File: src/rtl/dp_types_pkg.sv
// Shared datapath types for the branch predictor: word type, resolution
// status, 2-bit counter encoding and a PC increment helper.
package dp_types_pkg;

  localparam int WORD_W = 32;

  typedef logic [WORD_W-1:0] word_t;

  // Branch resolution status reported to the hazard unit
  typedef enum logic [1:0] {
    BP_NONE    = 2'b00,
    BP_CORRECT = 2'b01,
    BP_MISPRED = 2'b10
  } branch_pred_state_t;

  // 2-bit saturating direction counter
  typedef enum logic [1:0] {
    CNT_SNT = 2'b00,
    CNT_WNT = 2'b01,
    CNT_WT  = 2'b10,
    CNT_ST  = 2'b11
  } cnt2_t;

  localparam word_t PC_STEP = 32'h0000_0004;

  // Sequential next PC; wraps naturally modulo 2^32
  function automatic word_t pc_plus4(input word_t pc);
    return pc + PC_STEP;
  endfunction

endpackage

File: src/rtl/branch_predictor_sat_counter2.sv
// Saturating 2-bit direction counter next-state logic.
module sat_counter2
  import dp_types_pkg::*;
(
  input  cnt2_t cnt,
  input  logic  taken,
  output cnt2_t cnt_next
);

  // Step toward the resolved direction, holding at SNT and ST
  always_comb begin
    cnt_next = cnt;
    case (cnt)
      CNT_SNT: cnt_next = taken ? CNT_WNT : CNT_SNT;
      CNT_WNT: cnt_next = taken ? CNT_WT  : CNT_SNT;
      CNT_WT:  cnt_next = taken ? CNT_ST  : CNT_WNT;
      CNT_ST:  cnt_next = taken ? CNT_ST  : CNT_WT;
      default: cnt_next = CNT_WNT;
    endcase
  end

endmodule

File: src/rtl/branch_predictor.sv
// Direct-mapped BTB with 2-bit counters: combinational fetch lookup,
// MEM-stage resolution status / fix PC, and table update on accepted
// branches. Define BP_STATS_EN to build the performance counters.
module branch_predictor
  import dp_types_pkg::*;
#(
  parameter int BTB_ENTRIES = 16
) (
  input  logic               CLK,
  input  logic               RST,
  input  word_t              if_pc,
  output logic               pred_taken,
  output word_t              pred_target,
  input  logic               upd_en,
  input  logic               mem_branch,
  input  word_t              mem_pc,
  input  logic               mem_taken,
  input  word_t              mem_target,
  input  logic               mem_pred_taken,
  output branch_pred_state_t bp_stat,
  output word_t              fix_pc,
  output logic [31:0]        br_count,
  output logic [31:0]        mis_count
);

  localparam int IDX_W = $clog2(BTB_ENTRIES);
  localparam int TAG_W = WORD_W - IDX_W - 2;

  // Table storage
  logic             valid_q  [BTB_ENTRIES];
  logic [TAG_W-1:0] tag_q    [BTB_ENTRIES];
  word_t            target_q [BTB_ENTRIES];
  cnt2_t            cnt_q    [BTB_ENTRIES];

  // Fetch-side lookup
  logic [IDX_W-1:0] lk_idx_s;
  logic [TAG_W-1:0] lk_tag_s;
  logic             lk_hit_s;

  assign lk_idx_s = if_pc[IDX_W+1:2];
  assign lk_tag_s = if_pc[WORD_W-1:IDX_W+2];
  assign lk_hit_s = valid_q[lk_idx_s] && (tag_q[lk_idx_s] == lk_tag_s);

  // Prediction reads the table as it stands; a same-cycle update is not forwarded
  always_comb begin
    pred_taken  = lk_hit_s && cnt_q[lk_idx_s][1];
    pred_target = pc_plus4(if_pc);
    if (pred_taken) begin
      pred_target = target_q[lk_idx_s];
    end else begin
      pred_target = pc_plus4(if_pc);
    end
  end

  // Resolution status and corrected PC for the MEM-stage instruction
  always_comb begin
    bp_stat = BP_NONE;
    fix_pc  = pc_plus4(mem_pc);
    if (!mem_branch) begin
      bp_stat = BP_NONE;
    end else if (mem_pred_taken == mem_taken) begin
      bp_stat = BP_CORRECT;
    end else begin
      bp_stat = BP_MISPRED;
    end
    if (mem_taken) begin
      fix_pc = mem_target;
    end else begin
      fix_pc = pc_plus4(mem_pc);
    end
  end

  // Update-side addressing
  logic [IDX_W-1:0] up_idx_s;
  logic [TAG_W-1:0] up_tag_s;
  logic             up_hit_s;
  logic             up_accept_s;
  cnt2_t            up_cnt_next_s;

  assign up_idx_s    = mem_pc[IDX_W+1:2];
  assign up_tag_s    = mem_pc[WORD_W-1:IDX_W+2];
  assign up_hit_s    = valid_q[up_idx_s] && (tag_q[up_idx_s] == up_tag_s);
  assign up_accept_s = upd_en && mem_branch;

  sat_counter2 u_sat_counter2 (
    .cnt      (cnt_q[up_idx_s]),
    .taken    (mem_taken),
    .cnt_next (up_cnt_next_s)
  );

  // Next contents of the entry addressed by mem_pc
  logic             we_d;
  logic             valid_d;
  logic [TAG_W-1:0] tag_d;
  word_t            target_d;
  cnt2_t            cnt_d;

  // Hit: train counter (and refresh target when taken); miss: allocate only when taken
  always_comb begin
    we_d     = 1'b0;
    valid_d  = valid_q[up_idx_s];
    tag_d    = tag_q[up_idx_s];
    target_d = target_q[up_idx_s];
    cnt_d    = cnt_q[up_idx_s];
    if (up_accept_s) begin
      if (up_hit_s) begin
        we_d  = 1'b1;
        cnt_d = up_cnt_next_s;
        if (mem_taken) begin
          target_d = mem_target;
        end else begin
          target_d = target_q[up_idx_s];
        end
      end else if (mem_taken) begin
        we_d     = 1'b1;
        valid_d  = 1'b1;
        tag_d    = up_tag_s;
        target_d = mem_target;
        cnt_d    = CNT_WT;
      end else begin
        we_d = 1'b0;
      end
    end else begin
      we_d = 1'b0;
    end
  end

  // Table state: reset clears valids and sets counters weakly not-taken
  always_ff @(posedge CLK or posedge RST) begin
    if (RST) begin
      for (int i = 0; i < BTB_ENTRIES; i++) begin
        valid_q[i]  <= 1'b0;
        tag_q[i]    <= '0;
        target_q[i] <= 32'h0000_0000;
        cnt_q[i]    <= CNT_WNT;
      end
    end else if (we_d) begin
      valid_q[up_idx_s]  <= valid_d;
      tag_q[up_idx_s]    <= tag_d;
      target_q[up_idx_s] <= target_d;
      cnt_q[up_idx_s]    <= cnt_d;
    end else begin
      valid_q[up_idx_s]  <= valid_q[up_idx_s];
    end
  end

`ifdef BP_STATS_EN
  logic [31:0] br_count_q, br_count_d;
  logic [31:0] mis_count_q, mis_count_d;

  // Saturating event counters for accepted updates and mispredicts
  always_comb begin
    br_count_d  = br_count_q;
    mis_count_d = mis_count_q;
    if (up_accept_s) begin
      if (br_count_q != 32'hFFFF_FFFF) begin
        br_count_d = br_count_q + 32'd1;
      end else begin
        br_count_d = br_count_q;
      end
      if ((bp_stat == BP_MISPRED) && (mis_count_q != 32'hFFFF_FFFF)) begin
        mis_count_d = mis_count_q + 32'd1;
      end else begin
        mis_count_d = mis_count_q;
      end
    end else begin
      br_count_d  = br_count_q;
      mis_count_d = mis_count_q;
    end
  end

  // Counter registers
  always_ff @(posedge CLK or posedge RST) begin
    if (RST) begin
      br_count_q  <= 32'h0000_0000;
      mis_count_q <= 32'h0000_0000;
    end else begin
      br_count_q  <= br_count_d;
      mis_count_q <= mis_count_d;
    end
  end

  assign br_count  = br_count_q;
  assign mis_count = mis_count_q;
`else
  assign br_count  = 32'h0000_0000;
  assign mis_count = 32'h0000_0000;
`endif

endmodule

File: config.mk
export PLATFORM = sky130hd
export DESIGN_NAME = branch_predictor
export DESIGN_NICKNAME = d
export VERILOG_FILES = /design/src/rtl/dp_types_pkg.sv /design/src/rtl/branch_predictor_sat_counter2.sv /design/src/rtl/branch_predictor.sv
export SDC_FILE = /design/constraint.sdc
export NUM_CORES = 2
export LEC_CHECK = 0
export CELL_PAD_IN_SITES_DETAIL_PLACEMENT = 1
export CELL_PAD_IN_SITES_GLOBAL_PLACEMENT = 1
export CORE_MARGIN = 2
export CORE_UTILIZATION = 53
export DETAILED_ROUTE_END_ITERATION = 12
export HOLD_SLACK_MARGIN = 0.05
export PLACE_DENSITY = 0.79
export SETUP_SLACK_MARGIN = 0.4
export SYNTH_ARGS = -nofsm -noshare
export SYNTH_HDL_FRONTEND = slang
export SYNTH_HIERARCHICAL = 1
export SYNTH_SLANG_ARGS = --single-unit
File: constraint.sdc
create_clock -name CLK -period 43.6 [get_ports CLK]
set_input_delay 6.54 -clock CLK [delete_from_list [all_inputs] [get_ports CLK]]
set_output_delay 6.54 -clock CLK [all_outputs]
set_load 0.005 [all_outputs]
---- After elaboration in Yosys (flattened, before gate mapping) ----
Cells that the tools add are included.
storage, ports and cells
  word-level logic and storage cells ...... 144
  bits in registers ....................... 976
  input port bits ......................... 102
operators by class
  reduce and logical (&&, ||, !) cells .... 6
  order comparisons ....................... 3
  mux-type cells .......................... 61
  add/sub/neg operators ................... 2
  equality and inequality tests ........... 6
  bitwise gates (word level) .............. 2
operators with widths
  operator                                                  count
  bitwise mux 512 bit                                       1
  bitwise mux 416 bit                                       1
  2-to-1 mux 32 bit                                         9
  binary-select mux 32 bit (select 4 bit)                   2
  binary-select mux 26 bit (select 4 bit)                   2
  2-to-1 mux 26 bit                                         8
  demux 32 bit (select 4 bit)                               1
  demux 26 bit (select 4 bit)                               1
  adder 32 x 3 -> 32 bit, second input constant             2
  == test 26 bit                                            2
  bitwise mux 16 bit                                        2
  bitwise mux 32 bit                                        1
  2-to-1 mux 2 bit                                          12
  binary-select mux 2 bit (select 4 bit)                    2
  2-to-1 mux 16 bit                                         1
  2-to-1 mux 1 bit                                          13
  greater-or-equal comparator 5 bit, second input constant  2
  NOT 4 -> 5 bit                                            2
  binary-select mux 1 bit (select 4 bit)                    2
  demux 2 bit (select 4 bit)                                1
  one-hot mux 2 bit (4 select lines)                        1
  logical AND 1 bit                                         5
  < comparator 5 x 1 -> 1 bit, second input constant        1
  demux 1 bit (select 4 bit)                                1
  other kinds (4)                                           5

---- Longest topological paths before layout ----
  depth in word-level cells ............... 10
  gate-level depth with buffers ........... 16
  depth with buffers taken out ............ 9

---- Cells and area by module ----
Netlist, hierarchy kept.
modules (own cells, without submodules)
  module            sequential area each (sq um)  times used  cells an instance  area an instance (sq um)
  branch_predictor  24443.4                       1           3662               55281.8
  sat_counter2      0.0                           1           3                  26.3

---- Worst setup path before layout ----
Ideal clock, no wire load.
  kind .................................... in2out
  from .................................... input if_pc[2]
  to ...................................... output pred_target[0]
  arrival time ............................ 10.392 ns
  cell stages on the path ................. 10
  slack ................................... 26.668 ns
  buffers on the path ..................... 7
  path through ............................ clkbuf_1 buf_2 buf_2 clkbuf_1 buf_2 clkbuf_1 buf_1 mux4_2 mux4_2 mux2_2
on the way
  cells in the longest elaborated chain, start to end .. 8
ends and longest elaborated chain
  element                                               line                                                                    source
  from (decl)                                           branch_predictor.sv:11                                                  input word_t if_pc,
  NOT 4 -> 5 bit (not written as such) (*)              branch_predictor.sv:42, branch_predictor.sv:46, branch_predictor.sv:49
  binary-select mux 26 bit (select 4 bit)               branch_predictor.sv:42                                                  assign lk_hit_s = valid_q[lk_idx_s] && (tag_q[lk_idx_s] == lk_tag_s);
  2-to-1 mux 26 bit (not written as such) (2 in a row)  branch_predictor.sv:42
  == test 26 bit                                        branch_predictor.sv:42
  logical AND 1 bit                                     branch_predictor.sv:42
  logical AND 1 bit                                     branch_predictor.sv:46                                                  pred_taken = lk_hit_s && cnt_q[lk_idx_s][1];
  2-to-1 mux 32 bit (*)                                 branch_predictor.sv:48                                                  if (pred_taken) begin
  to (decl)                                             branch_predictor.sv:13                                                  output word_t pred_target,
Every way passes the cells marked *; elsewhere a longest branch is shown, timed or not. The select of a mux whose other input is x is not followed.

---- Worst setup path after layout ----
  from .................................... input if_pc[2]
  to ...................................... output pred_target[30]
on the way
  cells in the longest elaborated chain, start to end .. 8
ends and longest elaborated chain
  element                                               line
  NOT 4 -> 5 bit (not written as such)                  branch_predictor.sv:42, branch_predictor.sv:46, branch_predictor.sv:49
  binary-select mux 26 bit (select 4 bit)               branch_predictor.sv:42
  2-to-1 mux 26 bit (not written as such) (2 in a row)  branch_predictor.sv:42
  == test 26 bit                                        branch_predictor.sv:42
  logical AND 1 bit                                     branch_predictor.sv:42
  logical AND 1 bit                                     branch_predictor.sv:46
  2-to-1 mux 32 bit (*)                                 branch_predictor.sv:48
Marked as above.

==> results.yml <==
global_route:
  grt_pass1_vias: 38462
  grt_max_degree: 113
  gr-total-overflow: 0
  antenna_found_initial: 9
  grt_pass1_wl_mm: 268.9
  gr-usage-all-layers_pct: 34.19
clock_tree:
  cts_resized: 0
  clk_pin_slew_ns: 0.07
  ctsRootBufferMaster: "clkbuf_16"
  htree_levels: 3
  cts_buffers: 104
  hold_buffers: 0
  cts_tree: "built"
  cts_buffer_depth: 3
  cts.sinks: 976
  post-cts-setup-buffers: 0
  clk_latency_ns: 0.71
power_and_ir_drop:
  p_total_uw: 2245
  vdd_drop_max_mv: 0.04201
  p_per_area_nw_per_um2: 36.65
  p_leak_uw: 0.02710
synth:
  synth_common_cells: "dfrtp_1 (960), mux2_2 (957), mux4_2 (551)"
  yosysSeqAreaShare_pct: 44.20
  synth_top_area_cell: "dfrtp_1"
  netlist_instances: 3665
  synth_cell_types: 68
  yosys.area.top_type_share_pct: 43.43
  syn_area_sq_um: 55310
  synth_top_cells_by_area: "dfrtp_1 (43%), mux4_2 (22%), mux2_2 (19%)"
  synth_edf_count: 0
  synth.most_common_cell: "dfrtp_1"
  ys_warn_count: 6
  synth_flop_cell: "dfrtp_1"
  ys_ff_latch: 976
  avgSynthCellArea_sq_um: 15.09
  synth-async-reset-ratio_pct: 100.0
drt:
  antenna_left: 0
  drt-wirelength-per-cell_microns: 34.92
  drc: 0
  drt_first_pass_iters: 7
  routed_wl_mm: 179.9
  drtIter0Drc: 3077
  viasPerCell: 6.964
  num_vias: 35873
cells_and_area:
  finalCoreUtilization_pct: 59.18
  final_layout_size_suffix_gt1_share_pct: 48.30
  nets: 3787
  area_growth_pct: 10.74
floorplan:
  ios: 233
  dieArea_sq_um: 107000
  die_width_microns: 327.0
  rows: 118
  fp.coreArea_sq_um: 103500
  die_y_microns: 327.0
  initial_utilization_pct: 53.44
setup_path:
  crit_slowest_cell: "buf_4"
  critical_path.max_fanout: 90
  worstPathCellList: "buf_8 > buf_4 > buf_12 > mux4_2 > mux4_2 > xnor2_1 > nand2_1 > or3b_2 > nor3_1 > nand4_1 > buf_4 > mux2_2 > clkdlybuf4s50_1"
  cp.required_ns: 37.06
  critPathKind: "in -> out"
  cpPeakStageDelay_ns: 0.70
  critPathArrivalTime_ns: 11.95
  worst_r2r_path_depth: 11
  end_kind: "primary output"
  critPathLaunchType: "input pin"
run:
  max_cap_violations: 0
timing:
  worst_slew_pin_slew_ns: 1.293
  drv_slew: 0
  fmax_mhz: 54.10
  period_share_pct: 42.40
  fin_skew_ns: 0.03481
  finalHoldViolations: 0
  relSlewSlack_pct: 11.35
  setup-violations-final: 0
  rsz0062_at_grt: "no"
  post-route-min-period_ns: 18.49
  whs_ns: 0.5063
  tns_ns: 0
place:
  hpwl_mm: 110.8
  portBuffers: 168
  gp_congestion: 0.8961
worst_hold_path:
  hold_path_depth: 1
  hold_path.class: "reg -> reg"
status:
  status: "completed"
[layout make-up]
| type | instances | area [sq um] |
|---|---|---|
| well taps | 1380 | 1727 |
| multi-input cells | 2322 | 29040 |
| clock buffers | 148 | 3083 |
| flip-flops and latches | 976 | 24440 |
| inverters | 25 | 101.3 |
| fillers | 9406 | 42250 |
| clock inverters | 46 | 498.0 |
| diodes | 3 | 7.507 |
| repair buffers | 251 | 2351 |
[layout by cell type, fill, tap and decap left out, types with 5 or more instances in the layout]
cell / synthesis / layout
clkdlybuf4s50_1: 0 / 159
a21oi_1: 13 / 13
clkinvlp_4: 0 / 9
o22a_1: 15 / 15
nand4_1: 12 / 12
and3_1: 15 / 15
xor2_1: 22 / 22
mux2_1: 80 / 80
bufinv_16: 0 / 8
nor4_1: 7 / 7
o211ai_1: 5 / 5
xnor2_1: 91 / 91
mux2i_1: 91 / 91
o21ai_0: 74 / 74
dfrtp_1: 960 / 960
ha_1: 5 / 5
a211oi_1: 9 / 9
and2_1: 9 / 9
inv_1: 24 / 23
clkinv_2: 0 / 19
mux2_2: 957 / 957
nor3_4: 9 / 16
nand2_1: 119 / 118
nor2_1: 27 / 27
nor2b_1: 16 / 16
a221oi_1: 8 / 8
clkbuf_1: 162 / 17
buf_4: 108 / 83
dfstp_2: 16 / 16
clkbuf_16: 0 / 108
nor3_1: 8 / 8
mux4_2: 551 / 551
conb_1: 1 / 64
a22oi_1: 14 / 14
clkbuf_8: 0 / 24
a31oi_1: 5 / 5
nand3_1: 42 / 41
inv_6: 0 / 5
[state kept, by name, indices dropped and copies added, names as in the netlist]
name	flops
target_q	512
valid_q	16
cnt_q	32
tag_q	416
[metrics by stage]
step / instance area (sq um) / cells / setup slack, ns
after detailed placement: 57660 / 4954 / 25.14
after floorplan: 55540 / 3728 / 9.631
after CTS: 61240 / 5148 / 25.11
after global placement: 57660 / 4954 / 25.17
after global routing: 61240 / 5148 / 24.75
final: 61250 / 5151 / 25.11
[final timing paths]
kind                                from  slack (ns)              end
max reg2reg                    tag_q[68]       37.28    target_q[441]
min in group asynchronous            RST        6.35    target_q[256]
min                        target_q[424]        0.51    target_q[424]
min reg2reg                target_q[424]        0.51    target_q[424]
max                             if_pc[2]       25.11  pred_target[30]
max in group asynchronous            RST       33.26    target_q[406]
[metal layers]
layer	track usage, %	share of wire [%]
met2	53.26	47
met4	14.72	4.8
met1	46.39	40
met5	0	0.048
met3	7.951	8.2
[cells by family after synthesis]
| logic type | count (synthesis) | share of synthesized area, % |
|---|---|---|
| xor gates and xnor gates | 113 | 1.789 |
| other | 1 | 0.006780 |
| buffers and inverters | 430 | 3.877 |
| DFF | 976 | 44.20 |
| AOI/OAI and AO/OA | 170 | 2.020 |
| and+or+nand+nor | 289 | 2.760 |
| adders and majority gates | 7 | 0.1538 |
| muxes | 1679 | 45.20 |
[where the power goes]
part	total, uW	internal [uW]	switching [uW]	leakage (uW)
clock network	936	541	395	0.00175
logic	306	143	163	0.0120
registers	1000	959	44.5	0.0134
[critical path: cells and delay by family]
family,cells,cell delay (ns)
buffers and inverters,5,2.60
multiplexers,3,1.40
AND/OR/NAND/NOR,4,0.99
XOR/XNOR,1,0.20
(Power assumes the default switching activity.)
